### src/rtl/tx_byte_queue.sv
// Byte FIFO that paces bytes to uart_tx as one-cycle data_send strobes spaced BYTE_GAP clocks apart.
// Optional macro TXQ_DROP_CNT_EN enables the saturating overflow counter on drop_count.
module tx_byte_queue #(
    parameter int DEPTH    = 16,
    parameter int BYTE_GAP = 4340
) (
    input  logic                     clk_50M,
    input  logic                     reset,
    input  logic                     flush,
    input  logic                     wr_en,
    input  logic [7:0]               wr_data,
    output logic                     full,
    output logic                     empty,
    output logic [$clog2(DEPTH):0]   count,
    output logic                     busy,
    output logic [7:0]               data,
    output logic                     data_send,
    output logic [7:0]               drop_count
);

    localparam int AW = $clog2(DEPTH);
    localparam int CW = AW + 1;
    localparam int GW = $clog2(BYTE_GAP);
    localparam logic [GW-1:0] GAP_RELOAD = GW'(BYTE_GAP - 1);

    typedef enum logic {IDLE, GAP} state_t;

    state_t          state, state_nxt;
    logic [AW-1:0]   wr_ptr, rd_ptr;
    logic [GW-1:0]   gap_cnt, gap_cnt_nxt;
    logic [7:0]      mem [DEPTH];
    logic            issue;
    logic            wr_ok;

    assign full  = (count == CW'(DEPTH));
    assign empty = (count == '0);
    assign busy  = (state == GAP);

    // Issue decisions use the registered count, so a byte written into an empty queue waits one cycle.
    always_comb begin
        state_nxt   = state;
        gap_cnt_nxt = gap_cnt;
        issue       = 1'b0;
        case (state)
            IDLE: begin
                if (count != '0 && !flush) begin
                    issue       = 1'b1;
                    state_nxt   = GAP;
                    gap_cnt_nxt = GAP_RELOAD;
                end
            end
            GAP: begin
                if (gap_cnt == '0) begin
                    if (count != '0 && !flush) begin
                        issue       = 1'b1;
                        gap_cnt_nxt = GAP_RELOAD;
                    end else begin
                        state_nxt = IDLE;
                    end
                end else begin
                    gap_cnt_nxt = gap_cnt - 1'b1;
                end
            end
            default: state_nxt = IDLE;
        endcase
    end

    // A full queue still takes a write when the same edge issues, reusing the freed slot.
    assign wr_ok = wr_en && !flush && (!full || issue);

    always_ff @(posedge clk_50M) begin
        if (reset) begin
            state     <= IDLE;
            gap_cnt   <= '0;
            wr_ptr    <= '0;
            rd_ptr    <= '0;
            count     <= '0;
            data      <= 8'h00;
            data_send <= 1'b0;
        end else begin
            state     <= state_nxt;
            gap_cnt   <= gap_cnt_nxt;
            data_send <= issue;
            if (issue) begin
                data <= mem[rd_ptr];
            end
            if (flush) begin
                wr_ptr <= '0;
                rd_ptr <= '0;
                count  <= '0;
            end else begin
                if (wr_ok) begin
                    wr_ptr <= wr_ptr + 1'b1;
                end
                if (issue) begin
                    rd_ptr <= rd_ptr + 1'b1;
                end
                case ({wr_ok, issue})
                    2'b10:   count <= count + 1'b1;
                    2'b01:   count <= count - 1'b1;
                    default: count <= count;
                endcase
            end
        end
    end

    always_ff @(posedge clk_50M) begin
        if (!reset && wr_ok) begin
            mem[wr_ptr] <= wr_data;
        end
    end

`ifdef TXQ_DROP_CNT_EN
    logic drop;
    assign drop = wr_en && !flush && full && !issue;

    // Survives flush so overflow history is visible until the next reset.
    always_ff @(posedge clk_50M) begin
        if (reset) begin
            drop_count <= 8'h00;
        end else if (drop && drop_count != 8'hFF) begin
            drop_count <= drop_count + 8'h01;
        end
    end
`else
    assign drop_count = 8'h00;
`endif

endmodule

### config.mk
export PLATFORM = sky130hd
export DESIGN_NAME = tx_byte_queue
export DESIGN_NICKNAME = d
export VERILOG_FILES = /design/src/rtl/tx_byte_queue.sv
export SDC_FILE = /design/constraint.sdc
export NUM_CORES = 1
export LEC_CHECK = 0
export ABC_AREA = 0
export BUFFER_PORTS_ARGS = -buffer_cell sky130_fd_sc_hd__buf_2
export CORE_MARGIN = 2
export CORE_UTILIZATION = 30
export CTS_CLUSTER_DIAMETER = 150
export CTS_CLUSTER_SIZE = 20
export DETAILED_ROUTE_END_ITERATION = 8
export PLACE_DENSITY_LB_ADDON = 0.3
export SYNTH_ARGS = -nofsm -noshare
export SYNTH_HDL_FRONTEND = slang
export SYNTH_SLANG_ARGS = --single-unit
export TNS_END_PERCENT = 100
### constraint.sdc
create_clock -name clk_50M -period 3.9 [get_ports clk_50M]
set_input_delay 0.585 -clock clk_50M [delete_from_list [all_inputs] [get_ports clk_50M]]
set_output_delay 0.585 -clock clk_50M [all_outputs]
set_load 0.02 [all_outputs]
==> impl_metrics.csv <==
group,metric,value,unit
sta,fin_crit_sh,85.3,%
layout,drive_above_1_share,24.3,%
critical_path,cp_max_fo,11,
clocking,cts-hold-fix-buffers,0,
sta,clock_skew,0.00902,ns
critical_path,required,3.95,ns
detailed_routing,ant_nets,0,
critical_path,slowest_delay,0.69,ns
layout,area_growth,15.6,%
power,powerDensity,487,nW/um^2
layout,fillCellCount,2142,
detailed_routing,dr.pass1.iters,7,
critical_path,end_kind,"flip-flop",
placement,dp_cells,731,
clocking,clockBufferDepth,2,
synthesis,ys_ff_latch,164,
detailed_routing,wire_per_inst,19.2,um
global_route,grt_start_max_net_pins,32,
sta,fmax,0.300,GHz
layout,diodes,0,
detailed_routing,vias,3788,
layout,stdcell_count,763,
job,maxCapViolCount,0,
sta,hold_viol_final,0,
critical_path,cpLargestDelayFamily,"simple AND/OR/NAND/NOR gates",
floorplan,start_util,30.3,%
global_route,grt_overflow,0,
clocking,cts_max_level,4,
clocking,cts_tree,"done",
floorplan,die_w,155,um
global_route,grt_pass1_wl,22800,um
synthesis,avgSynthCellArea,15.7,um^2
sta,rsz0062_at_grt,"no",
sta,worst_pin_slew,0.871,ns
global_route,grt_pass1_vias,3817,
clocking,numCtsBuffers,17,
critical_path,ff2ff_path_depth,7,
placement,port_buffers,28,
sta,hold_slack,0.466,ns
detailed_routing,drc,0,
floorplan,ioPinCount,37,
critical_path,startpoint_type,"flip-flop",
critical_path,cp_cell_sequence,"inv_1, ha_1, or3b_1, o41a_1, o21ai_2, nand3_1, nor2_1",
placement,place.gp.congestion,0.781,
power,leakage,2.56,nW
critical_path,critPathKind,"reg2reg",
detailed_routing,via_per_inst,4.96,
detailed_routing,drt_iter0_drc,447,
sta,drv_slew,0,
placement,dpl.hpwl,10100,um
detailed_routing,wl,14700,um
synthesis,syn_area,6800,um^2
clocking,clock_latency,0.43,ns
power,worst_ir_drop_vdd,222,uV
global_route,grt_usage,13.0,%
sta,fin_setup_tns,0,ns
critical_path,path_buf_inv,1,
global_route,antenna_found_initial,0,
critical_path,crit_arrival,3.38,ns
clocking,clk_pin_slew,0.07,ns
floorplan,die_h,155,um
sta,setup_viol,0,
synthesis,syn_inst,433,
clocking,root_buffer,"clkbuf_16",
floorplan,rows,55,
clocking,cts.sinks,164,
synthesis,ys_warn_count,0,
critical_path,crit_slowest_cell,"nor2_1",
layout,fin_nets,487,
sta,max_slew_margin,41.9,%
synthesis,post_synth_num_cell_types,47,
worst_hold_path,hold_path_depth,2,
run_status,status,"complete, no violations",
floorplan,core,22400,um^2
worst_hold_path,holdCritPathClass,"reg2reg",
sta,fin_crit,3.33,ns
clocking,post-cts-setup-buffers,0,
synthesis,seq_area_frac_synth,67.2,%
clocking,cts.repair.resized,0,
critical_path,crit_cells,7,
floorplan,dieArea,23900,um^2
flip-flops by register name, summed over array words and instances, names as in the netlist:
register / flops
busy: 1
mem: 128
gap_cnt: 13
rd_ptr: 4
wr_ptr: 4
count: 5
data_send: 1
data: 8
cells by family (layout without fill, tap and decap cells):
kind of cell | Yosys count | in the layout | synth area share, %
multiplexers | 47 | 47 | 14.3
XOR/XNOR | 9 | 9 | 1.16
adder cells (fa/ha/maj) | 10 | 10 | 1.95
buffers and inverters | 39 | 77 | 2.84
AO/OA/AOI/OAI | 48 | 48 | 4.55
other | 1 | 8 | 0.0552
AND/OR/NAND/NOR | 115 | 115 | 8.01
flip-flops | 164 | 164 | 67.2
synth_stat cells (all sizes together):
library cell	n	share of area, %
nand4	2	0.18
nand2	33	1.8
nand3b	1	0.11
ha	9	1.7
or3	6	0.57
conb	1	0.055
nand4b	2	0.26
fa	1	0.29
or4	3	0.39
mux2i	7	1.0
o21ai	7	0.57
a21oi	22	1.6
edfxtp	128	57
a211o	1	0.13
o21a	1	0.22
nor3b	2	0.22
buf	19	1.7
a221o	1	0.17
mux4	40	13
nor2b	3	0.28
o41a	1	0.17
a21o	3	0.33
a221oi	1	0.13
nor4	2	0.18
inv	10	0.55
a211oi	6	0.66
o41ai	1	0.13
xor2	2	0.26
a21boi	1	0.11
nor2	36	2.0
clkbuf	10	0.55
nand2b	1	0.092
a41oi	1	0.13
xnor2	7	0.90
nor3	12	0.88
or2	2	0.18
nand3	8	0.59
or3b	2	0.26
dfxtp	36	11
a31oi	2	0.18
placed cells by master (no fill, tap or decap), types with 3 or more instances in the layout:
cell	synthesis	final
inv_1	10	10
edfxtp_1	128	128
inv_6	0	7
mux2i_1	7	7
xnor2_1	7	7
buf_4	9	6
conb_1	1	8
nor2b_1	3	3
o21ai_0	6	6
or3_1	5	5
mux4_2	40	40
nand3_1	8	8
bufinv_16	0	3
a21o_1	3	3
clkbuf_16	0	17
a21oi_1	22	22
a211oi_1	6	6
dfxtp_1	36	35
ha_1	9	9
nor2_1	36	36
buf_2	4	28
nand2_1	33	33
nor3_1	12	12
through the flow:
step                      power (W)  util, %  instance area [um^2]  setup slack (ns)
after floorplan             0.00204        -                  6820              1.09
after global placement      0.00210     32.3                  7240             0.766
after CTS                   0.00386     35.0                  7860             0.630
after detailed placement    0.00210     32.3                  7240             0.658
final                       0.00382     35.0                  7860             0.572
after global routing        0.00396     35.0                  7860             0.426
worst min-delay path, delay by kind of cell, from the launching register on:
family | cells | cell delay, ns
flops | 1 | 0.31
compound gates | 1 | 0.06
simple gates | 1 | 0.05
worst paths after layout:
check / startpoint / to / slack (ns)
worst max-delay path: gap_cnt[0] / mem[3][1] / 0.57
worst min-delay path: data[3] / data[3] / 0.47
worst max register to register: gap_cnt[0] / mem[3][1] / 0.57
worst min register to register: data[3] / data[3] / 0.47
cell type report:
class / count / area [um^2] / area share [%]
tap: 285 / 357 / 4.54
inverter: 10 / 37.5 / 0.478
clock buffer: 18 / 429 / 5.46
clock inverter: 14 / 189 / 2.40
multi-input combinational: 237 / 2070 / 26.4
timing repair buffer: 35 / 205 / 2.61
sequential: 164 / 4570 / 58.1
per-layer routing:
metal / up-vias / global-route usage [%] / part of all wire [%]
met5: - / 0 / 0
met4: 0 / 5.11 / 1.9
met3: 29 / 3.45 / 6.3
met2: 134 / 20.0 / 47
met1: 1907 / 17.6 / 45
li1: 1718 / - / -
where the power goes:
group | total [W] | internal (W) | switching (W)
registers | 0.00190 | 0.00189 | 0.0000118
clock network | 0.00176 | 0.00103 | 0.000732
logic | 0.000157 | 0.0000505 | 0.000106
Note: power is estimated with default switching activity, not from simulation.
